--- config.mk ---
export PLATFORM = sky130hd
export DESIGN_NAME = pipeline_hazard_ctrl
export DESIGN_NICKNAME = d
export VERILOG_FILES = /design/src/rtl/pipeline_hazard_ctrl.sv
export SDC_FILE = /design/constraint.sdc
export NUM_CORES = 1
export LEC_CHECK = 0
export ABC_AREA = 1
export BUFFER_PORTS_ARGS = -buffer_cell sky130_fd_sc_hd__buf_2
export CORE_ASPECT_RATIO = 1.1
export CORE_MARGIN = 2
export CORE_UTILIZATION = 40
export CTS_CLUSTER_DIAMETER = 120
export CTS_CLUSTER_SIZE = 20
export DETAILED_ROUTE_END_ITERATION = 10
export GPL_TIMING_DRIVEN = 0
export MAX_ROUTING_LAYER = met4
export PLACE_DENSITY = 0.65
export SYNTH_ARGS = -nofsm -noshare
export SYNTH_HDL_FRONTEND = slang
export SYNTH_SLANG_ARGS = --single-unit
--- constraint.sdc ---
create_clock -name clk -period 1.4 [get_ports clk]
set_input_delay 0.07 -clock clk [delete_from_list [all_inputs] [get_ports clk]]
set_output_delay 0.07 -clock clk [all_outputs]
set_load 0.02 [all_outputs]
--- src/rtl/pipeline_hazard_ctrl.sv ---
`default_nettype none
// ============================================================================
// Module      : pipeline_hazard_ctrl
// Description : Sequencing controller for the 5-stage pipeline. Produces the
//               enables and clears for PC, IF/ID, ID/EX and EX/MEM, handles
//               memory freeze, redirect flush, load-use stall and HLT drain,
//               and keeps saturating stall and flush counters.
// Revision    : 1.0 - initial release
// ============================================================================
module pipeline_hazard_ctrl #(
    parameter int DRAIN_CYCLES = 4,
    parameter int CNT_W        = 16
) (
    input  logic             clk,
    input  logic             rst,
    input  logic [3:0]       id_rs,
    input  logic [3:0]       id_rt,
    input  logic             id_use_rs,
    input  logic             id_use_rt,
    input  logic             id_hlt,
    input  logic             ex_MemRead,
    input  logic [3:0]       ex_Rd,
    input  logic             mem_redirect,
    input  logic             mem_req,
    input  logic             mem_ready,
    output logic             pc_write_en,
    output logic             if_id_write_en,
    output logic             if_id_clear,
    output logic             id_ex_write_en,
    output logic             id_ex_clear,
    output logic             ex_mem_write_en,
    output logic             ex_mem_clear,
    output logic             halted,
    output logic [CNT_W-1:0] stall_count,
    output logic [CNT_W-1:0] flush_count
);

    localparam int c_DRAIN_W = $clog2(DRAIN_CYCLES + 1);

    typedef enum logic [1:0] {
        S_RUN    = 2'd0,
        S_DRAIN  = 2'd1,
        S_HALTED = 2'd2
    } state_t;

    state_t               r_state_q;
    state_t               w_state_d;
    logic [c_DRAIN_W-1:0] r_drain_q;
    logic [c_DRAIN_W-1:0] w_drain_d;
    logic [CNT_W-1:0]     r_stall_q;
    logic [CNT_W-1:0]     w_stall_d;
    logic [CNT_W-1:0]     r_flush_q;
    logic [CNT_W-1:0]     w_flush_d;

    logic w_freeze;
    logic w_load_use;

    assign w_freeze = mem_req & ~mem_ready;

    // Register 0 is hardwired, so a load targeting it never creates a hazard.
    assign w_load_use = ex_MemRead && (ex_Rd != 4'd0) &&
                        ((id_use_rs && (id_rs == ex_Rd)) ||
                         (id_use_rt && (id_rt == ex_Rd)));

    assign stall_count = r_stall_q;
    assign flush_count = r_flush_q;

    always_comb begin
        w_state_d       = r_state_q;
        w_drain_d       = r_drain_q;
        w_stall_d       = r_stall_q;
        w_flush_d       = r_flush_q;
        pc_write_en     = 1'b0;
        if_id_write_en  = 1'b0;
        if_id_clear     = 1'b0;
        id_ex_write_en  = 1'b0;
        id_ex_clear     = 1'b0;
        ex_mem_write_en = 1'b0;
        ex_mem_clear    = 1'b0;
        halted          = 1'b0;

        if (rst) begin
            if_id_clear  = 1'b1;
            id_ex_clear  = 1'b1;
            ex_mem_clear = 1'b1;
        end else begin
            case (r_state_q)
                S_RUN: begin
                    if (w_freeze) begin
                        // everything holds
                    end else if (mem_redirect) begin
                        pc_write_en  = 1'b1;
                        if_id_clear  = 1'b1;
                        id_ex_clear  = 1'b1;
                        ex_mem_clear = 1'b1;
                        if (r_flush_q != {CNT_W{1'b1}}) begin
                            w_flush_d = r_flush_q + CNT_W'(1);
                        end
                    end else if (w_load_use) begin
                        id_ex_clear     = 1'b1;
                        ex_mem_write_en = 1'b1;
                        if (r_stall_q != {CNT_W{1'b1}}) begin
                            w_stall_d = r_stall_q + CNT_W'(1);
                        end
                    end else if (id_hlt) begin
                        // HLT moves into ID/EX while fetch stops behind it.
                        if_id_clear     = 1'b1;
                        id_ex_write_en  = 1'b1;
                        ex_mem_write_en = 1'b1;
                        w_state_d       = S_DRAIN;
                        w_drain_d       = c_DRAIN_W'(DRAIN_CYCLES);
                    end else begin
                        pc_write_en     = 1'b1;
                        if_id_write_en  = 1'b1;
                        id_ex_write_en  = 1'b1;
                        ex_mem_write_en = 1'b1;
                    end
                end

                S_DRAIN: begin
                    if (w_freeze) begin
                        // drain counter holds while memory stalls
                    end else if (mem_redirect) begin
                        // An older branch squashed the HLT: resume normal flow.
                        pc_write_en  = 1'b1;
                        if_id_clear  = 1'b1;
                        id_ex_clear  = 1'b1;
                        ex_mem_clear = 1'b1;
                        if (r_flush_q != {CNT_W{1'b1}}) begin
                            w_flush_d = r_flush_q + CNT_W'(1);
                        end
                        w_state_d = S_RUN;
                        w_drain_d = '0;
                    end else begin
                        if_id_clear     = 1'b1;
                        id_ex_write_en  = 1'b1;
                        ex_mem_write_en = 1'b1;
                        w_drain_d       = r_drain_q - c_DRAIN_W'(1);
                        if (r_drain_q == c_DRAIN_W'(1)) begin
                            w_state_d = S_HALTED;
                        end
                    end
                end

                S_HALTED: begin
                    halted = 1'b1;
                end

                default: begin
                    w_state_d = S_RUN;
                end
            endcase
        end
    end

    always_ff @(posedge clk) begin
        if (rst) begin
            r_state_q <= S_RUN;
            r_drain_q <= '0;
            r_stall_q <= '0;
            r_flush_q <= '0;
        end else begin
            r_state_q <= w_state_d;
            r_drain_q <= w_drain_d;
            r_stall_q <= w_stall_d;
            r_flush_q <= w_flush_d;
        end
    end

endmodule
`default_nettype wire

==> results.md, run 1 <==
Setup path:
- The critical path runs through a total of 10 cells.
- The combined buffer and inverter count along the critical path is 1.
- The number of cells on the worst reg-to-reg path is 10.
- The signal on the critical path passes through ha_4 > nand2_4 > nor2_4 > nand2_2 > nor2_4 > a21oi_4 > buf_6 > nand3_4 > nand2_1 > nor3b_2.
- STA puts the critical path data required time at 1.57 ns.
- Data arrives at the worst endpoint at approximately 1.8 ns.
- The largest fanout of any net on the critical path is 5.
- Among cell families on the critical path, the largest total delay comes from simple AND/OR/NAND/NOR gates.
- STA classifies the critical path endpoint as a flip-flop.
- The largest stage delay on the critical path is 0.38 ns.
- The most used cell along the critical path is nor2_4.
- The critical path in this run is classified as reg -> reg.
- The type of element launching the critical path is a flip-flop.
- The slowest cell on the critical path is dfxtp_4.

Yosys:
- After synthesis, the most frequently instantiated cells are nand2_1, nor2_1, inv_1.
- The most frequent cell after synthesis is nand2_1.
- Synthesis produced 374 cells.
- Of the synthesized area, sequential elements account for 0.3037.
- After synthesis, the share of flip-flops with an asynchronous set or reset is 0.
- The cell area that synthesis handed to floorplanning was ~0.0024 mm².
- By area the synthesized netlist is led by dfxtp_1, nand2_1, nor2_1.
- The largest total area in the synthesized netlist belongs to dfxtp_1.
- In this run, synthesis produced a sequential element count of 37.
- The net count after synthesis is 399.
- In this run, distinct cell masters in the synthesized netlist total 36.
- The most frequently used flop master after synthesis is dfxtp_1.
- The average footprint of a synthesized cell is about 6.5 µm².
- Of the post-synthesis cell area, the dominant cell type holds 0.3037.
- Counting flops with a built-in enable in the synthesized netlist gives 0.
- Yosys printed 0 warnings.

Timing:
- The number of max-slew violations in the final report is 0.
- The setup slack of the critical path after layout is -0.2014 ns.
- The transition time of the tightest slew-check pin is 0.7118 ns.
- The upper clock frequency limit is 624.5 MHz.
- The part of the cycle the worst path needs is 1.144.
- The final hold violation count came to 0.
- Across the routed clock network, the largest skew measured is roughly 0.011 ns.
- Setup violations remaining at the end of the flow were counted as 36.
- In this run the tightest slew margin relative to its limit is 0.5255.
- Setup repair after global routing could not meet its margin everywhere.
- The accumulated negative setup slack is -4.710 ns.
- Counting I/O delays and the setup requirement, the final critical path takes ~1.6 ns.

Clock tree:
- The latest clock arrival within the worst-skew pair is approximately 0.29 ns.
- TritonCTS built the clock tree.
- The clock-pin transition on the worst setup and hold timing paths is around 0.08 ns.
- The H-tree was split into 2 levels.
- The count of hold buffers inserted by post-cts repair is 0.
- In this run the deepest clock path goes through 2 buffers.
- The tree built by TritonCTS fans out to 37 sinks.
- The tree is rooted in a clkbuf_8.
- TritonCTS created 5 clock buffers.

Routing:
- The routed wire length is between 6000 and 7000 µm.
- The iteration-0 DRC count of the detailed router is around 120.
- The routed length per instance is between 10 and 15 µm.
- The count of nets left with antenna violations once routing finished came out at 0.
- The remaining routing DRC violations is 0.
- Using the TritonRoute via totals, the vias-per-cell ratio works out to 4.963.
- Before antenna repair, the detailed router went through 4 iterations.
- The routed layout has 2705 vias.

Pwr:
- Power spread over the standard cell area amounts to 676.7 mW/mm².
- Power comes to ~0.0025 W.
- Across the VDD grid, the largest voltage drop is approximately 560 µV.
- For this design the static power due to leakage is between 1.5 and 2 nW.

Layout:
- The number of antenna diodes in the final layout is 0.
- The total number of nets in the final design is roughly 490.
- The area growth from synthesis to layout is 53.82%.
- In the final layout, the share of cells above drive strength 1 is 0.4893.

Global route:
- The global-route wire length before repair is between 10000 and 15000 µm.
- The maximum number of pins on one net before global-route repair is 13.
- The number of antenna violations at the first check in global routing is 0.
- For this run the aggregate overflow at the end of global routing stands at 0.
- The via count of the first global-routing pass was around 2500.
- For this run, the total global-route usage over all layers was measured as 0.2073.

Die:
- ~60 I/O pins were placed.
- For this configuration, the core starts out at a cell density of 0.4174.
- The core footprint is approximately 0.0058 mm².
- The floorplan has 29 rows.
- The area of the die is 0.006738 mm².
- In this run the vertical extent of the chip is 85.89 µm.
- The die is between 70 and 80 µm wide.

Place:
- During placement, the flow inserted port buffers numbering 58.
- The wire-length estimate of the detail-placed layout is ~4600 µm.
- The final weighted congestion in routability-driven placement is around 0.9.

Outcome:
- The flow ran to the end, but the final reports show violations.
- The final reports fail on setup timing.

Hold path:
- The cell count of the worst hold path is 2.
- The tightest min-delay check is of the in -> reg type.

Flow run:
- The total of max-cap violations is 0.
## layout by cell type (no fill, tap or decap), types with 3 or more instances in the layout
cell type / count
a21oi_1: 11
a21oi_2: 19
buf_12: 4
buf_2: 55
buf_4: 19
buf_6: 10
clkbuf_1: 6
clkbuf_8: 5
dfxtp_1: 16
dfxtp_2: 13
dfxtp_4: 8
inv_1: 39
inv_2: 5
nand2_1: 72
nand2_2: 20
nand2_4: 16
nand3_1: 14
nand3_2: 5
nand3_4: 3
nand4_1: 7
nor2_1: 34
nor2_2: 8
nor2_4: 11
nor3_1: 8
o21ai_0: 4
o21ai_1: 4
o21ai_2: 4
xnor2_1: 8
xor2_1: 8
## area by class of cell
| type | count | area (µm²) |
|---|---|---|
| repair buffers | 86 | 608.1 |
| multi-input cells | 280 | 1889 |
| clock inverters | 2 | 35.03 |
| clock buffers | 6 | 72.57 |
| flip-flops and latches | 37 | 787.0 |
| inverters | 47 | 186.4 |
| fillers | 513 | 2091 |
| well taps | 77 | 96.34 |
| plain buffers | 10 | 76.32 |
## flip-flops by register name, summed over array words and instances, names as in the netlist
signal and count:
flush_count 16, r_drain_q 3, r_state_q 2, stall_count 16
## cells by family after synthesis
family                   synth area share
adder cells (fa/ha/maj)           0.02052
buffers and inverters             0.09697
XOR/XNOR                          0.06465
AO/OA/AOI/OAI                      0.1196
flip-flops                         0.3037
AND/OR/NAND/NOR                    0.3946
## path summary, 6_finish.rpt
path	slack [ns]	endpoint	from
setup / recovery	-0.20	flush_count[13]$_SDFFE_PP0P_	flush_count[0]$_SDFFE_PP0P_
hold / removal	0.17	flush_count[14]$_SDFFE_PP0P_	rst
setup reg to reg	-0.20	flush_count[13]$_SDFFE_PP0P_	flush_count[0]$_SDFFE_PP0P_
hold reg to reg	0.48	flush_count[0]$_SDFFE_PP0P_	flush_count[0]$_SDFFE_PP0P_
## power breakdown
group / switching (W) / internal (W) / total, W / leakage, nW
clock network: 0.000394 / 0.000529 / 0.000923 / 0.0552
registers: 0.0000290 / 0.00107 / 0.00110 / 0.312
logic: 0.000301 / 0.000219 / 0.000520 / 1.30
## stage by stage
stage                     cell area [µm²]  instances    util  setup slack [ns]  hold WS [ns]
after global routing                 3751        545  0.6421           -0.2852        0.1836
after CTS                            3338        533  0.5714           -0.1894        0.1373
after detailed placement             2922        509  0.5001           -0.2328        0.4405
final                                3751        545  0.6421           -0.2014        0.1654
after floorplan                      2535        374       -          -0.08206        0.3388
after global placement               2922        509  0.5001           -0.2396        0.4211
## timing repair
action                     in CTS  in global routing
setup buffers                  13                 13
setup endpoints to repair      39                 41
pin swaps                      21                 25
gates resized for setup        44                 86
cloned                          3                  1
## metal layers
layer / share of wire / GRT usage / up-vias
li1: - / - / 1382
met1: 0.44 / 0.2474 / 1256
met2: 0.51 / 0.3558 / 59
met3: 0.038 / 0.03474 / 8
met4: 0.012 / 0.06858 / 0
met5: 0 / - / -
No activity file was read; power rests on OpenSTA's default activity.
==> run 2: changes to the inputs <==
--- a/config.mk
+++ b/config.mk
@@ -15,7 +15,7 @@
 export DETAILED_ROUTE_END_ITERATION = 10
 export GPL_TIMING_DRIVEN = 0
 export MAX_ROUTING_LAYER = met4
-export PLACE_DENSITY = 0.65
+export PLACE_DENSITY_LB_ADDON = 0.2
 export SYNTH_ARGS = -nofsm -noshare
 export SYNTH_HDL_FRONTEND = slang
 export SYNTH_SLANG_ARGS = --single-unit
==> results.md, run 2 (synthesis results as in run 1) <==
Place:
- The HPWL reported at the end of detailed placement is 4428 µm (was 4585 µm).
- The number of input and output port buffers inserted was 58 (unchanged).
- The total instance count after detailed placement is 509 (unchanged).
- The pre-CTS setup slack came to -0.2292 ns (was -0.2328 ns).
- The final weighted congestion in routability-driven placement is 0.9204 (was 0.8970).

Setup path:
- The data arrival at the endpoint of the critical path is 1.69 ns (was 1.77 ns).
- The startpoint of the lowest-slack register-to-register path was flush_count[0]$_SDFFE_PP0P_ (unchanged).
- The required time at the worst-slack endpoint is 1.58 ns (was 1.57 ns).
- The flop-to-flop setup slack is -0.12 ns (was -0.20 ns).
- The cell count of the worst reg-to-reg path came to 10 (unchanged).
- The critical path class was reg -> reg (unchanged).
- The kind of end point of the critical path is a flip-flop (unchanged).
- The largest fanout of any net on the critical path is 5 (unchanged).
- The terminus of the critical flop-to-flop path is flush_count[13]$_SDFFE_PP0P_ (unchanged).
- The type of element launching the critical path was a flip-flop (unchanged).

Hold path:
- The cell count of the worst hold path is 2 (unchanged).
- The endpoint with the worst hold slack is flush_count[14]$_SDFFE_PP0P_ (unchanged).
- The path class of the lowest-slack min-delay path is in -> reg (unchanged).
- The startpoint of the most critical hold path is rst (unchanged).

Layout:
- The total number of nets in the final design was 490 (was 492).
- The non-filler instance count after layout was 543 (was 545).
- The signed area change from the synthesized netlist to the final layout is 47.25% (was 53.82%).
- The area taken by multi-input logic gates was 0.001780 mm² (was 0.001889 mm²).
- The count of antenna diodes in the layout came to 0 (unchanged).
- The layout cell share with drive strength beyond 1 is 0.4614 (was 0.4893).
- The final-layout fill cell count was 517 (was 513).
- The area taken by flip-flops and latches is 794.5 µm² (was 787.0 µm²).
- Commonest cells after routing, fill and taps aside: nand2_1, buf_2, inv_1, nor2_1, nand2_2 (was nand2_1, buf_2, inv_1).
- The final core area utilization is 0.6147 (was 0.6421).
- The most frequent standard cell in the layout excluding fill and tap cells is nand2_1 (unchanged).

Routing:
- The routed wire length is 6512 µm (was 6896 µm).
- The mean number of vias per cell is 4.902 (was 4.963).
- The final antenna-violating net count is 0 (unchanged).
- The detailed-route via count came to 2662 (was 2705).
- The iteration-0 DRC count of the detailed router is 76 (was 115).
- The detailed-routing iteration count for the pre-antenna-repair pass is 4 (unchanged).
- The routed length per instance is 11.99 µm (was 12.65 µm).
- The remaining routing DRC violations is 0 (unchanged).

Timing:
- The transition time of the tightest slew-check pin was 0.6576 ns (was 0.7118 ns).
- The final hold slack is 0.1274 ns (was 0.1654 ns).
- The setup slack of the critical path after layout is -0.1185 ns (was -0.2014 ns).
- The headroom to the max-slew limit is 0.5616 (was 0.5255).
- The clock tree skew after final layout was 0.01020 ns (was 0.01094 ns).
- The final number of setup-violating endpoints is 35 (was 36).
- The part of the cycle the worst path needs is 1.085 (was 1.144).
- The number of max-slew violations in the final report is 0 (unchanged).
- The post-route minimum period is 1.518 ns (was 1.601 ns).
- Unrepaired setup endpoints after global routing: yes (unchanged).
- The upper clock frequency limit was 658.6 MHz (was 624.5 MHz).
- The final hold violation count came to 0 (unchanged).

Pwr:
- The cell area power density is 691.5 mW/mm² (was 676.7 mW/mm²).
- The switching power was 0.0006942 W (was 0.0007238 W).
- The internal power is 0.001789 W (was 0.001815 W).
- The proportion of total power due to net switching is 0.2796 (was 0.2851).
- The share of total power in combinational logic is 0.192 (was 0.205).
- The total power of the final layout is 0.002483 W (was 0.002539 W).
- The maximum VDD drop is 500.1 µV (was 555.7 µV).
- The sequential group share of total power is 0.441 (was 0.432).
- The static leakage is 1.606 nW (was 1.663 nW).
- The clock share of power was 0.367 (was 0.364).

Die:
- The area of the die is 0.006738 mm² (unchanged).
- The core footprint is 0.005842 mm² (unchanged).
- The chip height came to 85.89 µm (unchanged).
- The starting density of the core is 0.4174 (unchanged).
- The number of placement rows is 29 (unchanged).
- The horizontal extent of the die is 78.45 µm (unchanged).
- The top-level I/O count is 61 (unchanged).

Global route:
- The maximum number of pins on one net before global-route repair came to 13 (unchanged).
- The total overflow reported by the global router is 0 (unchanged).
- The global-route wire length before repair is 10960 µm (unchanged).
- The global-route usage over all layers is 0.2043 (was 0.2073).
- The via count of the first global-routing pass is 2541 (was 2475).
- The number of antenna violations at the first check in global routing is 0 (unchanged).

Clock tree:
- The maximum buffer depth of the clock tree is 2 (unchanged).
- The count of clock tree sinks is 37 (unchanged).
- The clock root buffer master is clkbuf_8 (unchanged).
- The H-tree depth is 2 (unchanged).
- The number of clock buffers inserted by TritonCTS came to 5 (unchanged).
- The TritonCTS clock tree is yes (unchanged).
- The count of hold buffers inserted by post-cts repair is 0 (unchanged).
- The latest clock arrival within the worst-skew pair is 0.29 ns (about the same).
- The clock-pin transition on the worst setup and hold timing paths is 0.08 ns (about the same).

Outcome:
- Violations in the final reports: setup timing (unchanged).
- Outcome: finished with violations (unchanged).

Flow run:
- The total of max-cap violations came to 0 (unchanged).
-- run 2: cell count changes in the layout (fill, tap and decap cells not counted), sizes merged --
cell,previous run,this run
buf,90,87
clkbuf,12,13
-- run 2: per-stage QoR --
step / TNS (ns) / area (µm²)
6_report: -2.166 / 3591
5_1_grt: -5.574 / 3591
4_1_cts: -2.171 / 3328
3_5_place_dp: -4.739 / 2922
3_3_place_gp: -4.490 / 2922
2_1_floorplan: -1.057 / 2535
-- run 2: final cells by class --
cell class | count | share of cell area
multi-input combinational | 280 | 0.4958
clock inverter | 2 | 0.009756
clock buffer | 6 | 0.02021
sequential | 37 | 0.2213
tap | 77 | 0.02683
timing repair buffer | 84 | 0.1551
buffer | 10 | 0.02125
inverter | 47 | 0.04983
-- run 2: worst max-delay path by stage --
| stage | startpoint | endpoint | slack [ns] | cells past startpoint |
|---|---|---|---|---|
| 2_1_floorplan | flush_count[1]$_SDFFE_PP0P_ | flush_count[13]$_SDFFE_PP0P_ | -0.08 | 10 |
| 6_report | flush_count[0]$_SDFFE_PP0P_ | flush_count[13]$_SDFFE_PP0P_ | -0.12 | 10 |
| 5_1_grt | flush_count[0]$_SDFFE_PP0P_ | flush_count[13]$_SDFFE_PP0P_ | -0.20 | 10 |
| 3_3_place_gp | stall_count[0]$_SDFFE_PP0P_ | stall_count[11]$_SDFFE_PP0P_ | -0.22 | 10 |
| 4_1_cts | stall_count[0]$_SDFFE_PP0P_ | stall_count[2]$_SDFFE_PP0P_ | -0.10 | 10 |
| 3_5_place_dp | stall_count[0]$_SDFFE_PP0P_ | stall_count[15]$_SDFFE_PP0P_ | -0.23 | 10 |
-- run 2: power by group through the flow --
stage	Clock [W]	Combinational (W)	Sequential, W
after floorplan	0	0.000261	0.00113
after global placement	0	0.000368	0.00112
after detailed placement	0	0.000375	0.00112
after CTS	0.000943	0.000427	0.00110
after global routing	0.000998	0.000530	0.00110
final	0.000912	0.000476	0.00109
-- run 2: worst max-delay path: stages, from the launching register on --
cell     delay, ns
dfxtp_4       0.38
ha_4          0.15
nand2_4       0.05
nor2_4        0.08
nand2_2       0.07
nor2_4        0.18
a21oi_4       0.10
buf_6         0.16
nand3_4       0.06
nand2_1       0.04
nor3b_2       0.14
-- run 2: per-layer routing --
layer	vias up	global-route usage	routed length, µm
li1	1381	-	-
met1	1220	0.2290	2797
met2	53	0.3738	3436
met3	8	0.03684	228
met4	0	0.05263	49
met5	-	-	0
-- run 2: repair_timing --
action,CTS,global route
pin swaps,15,28
buffers inserted,13,10
resized for setup,50,60
gates cloned,3,0
setup endpoints to repair,37,41
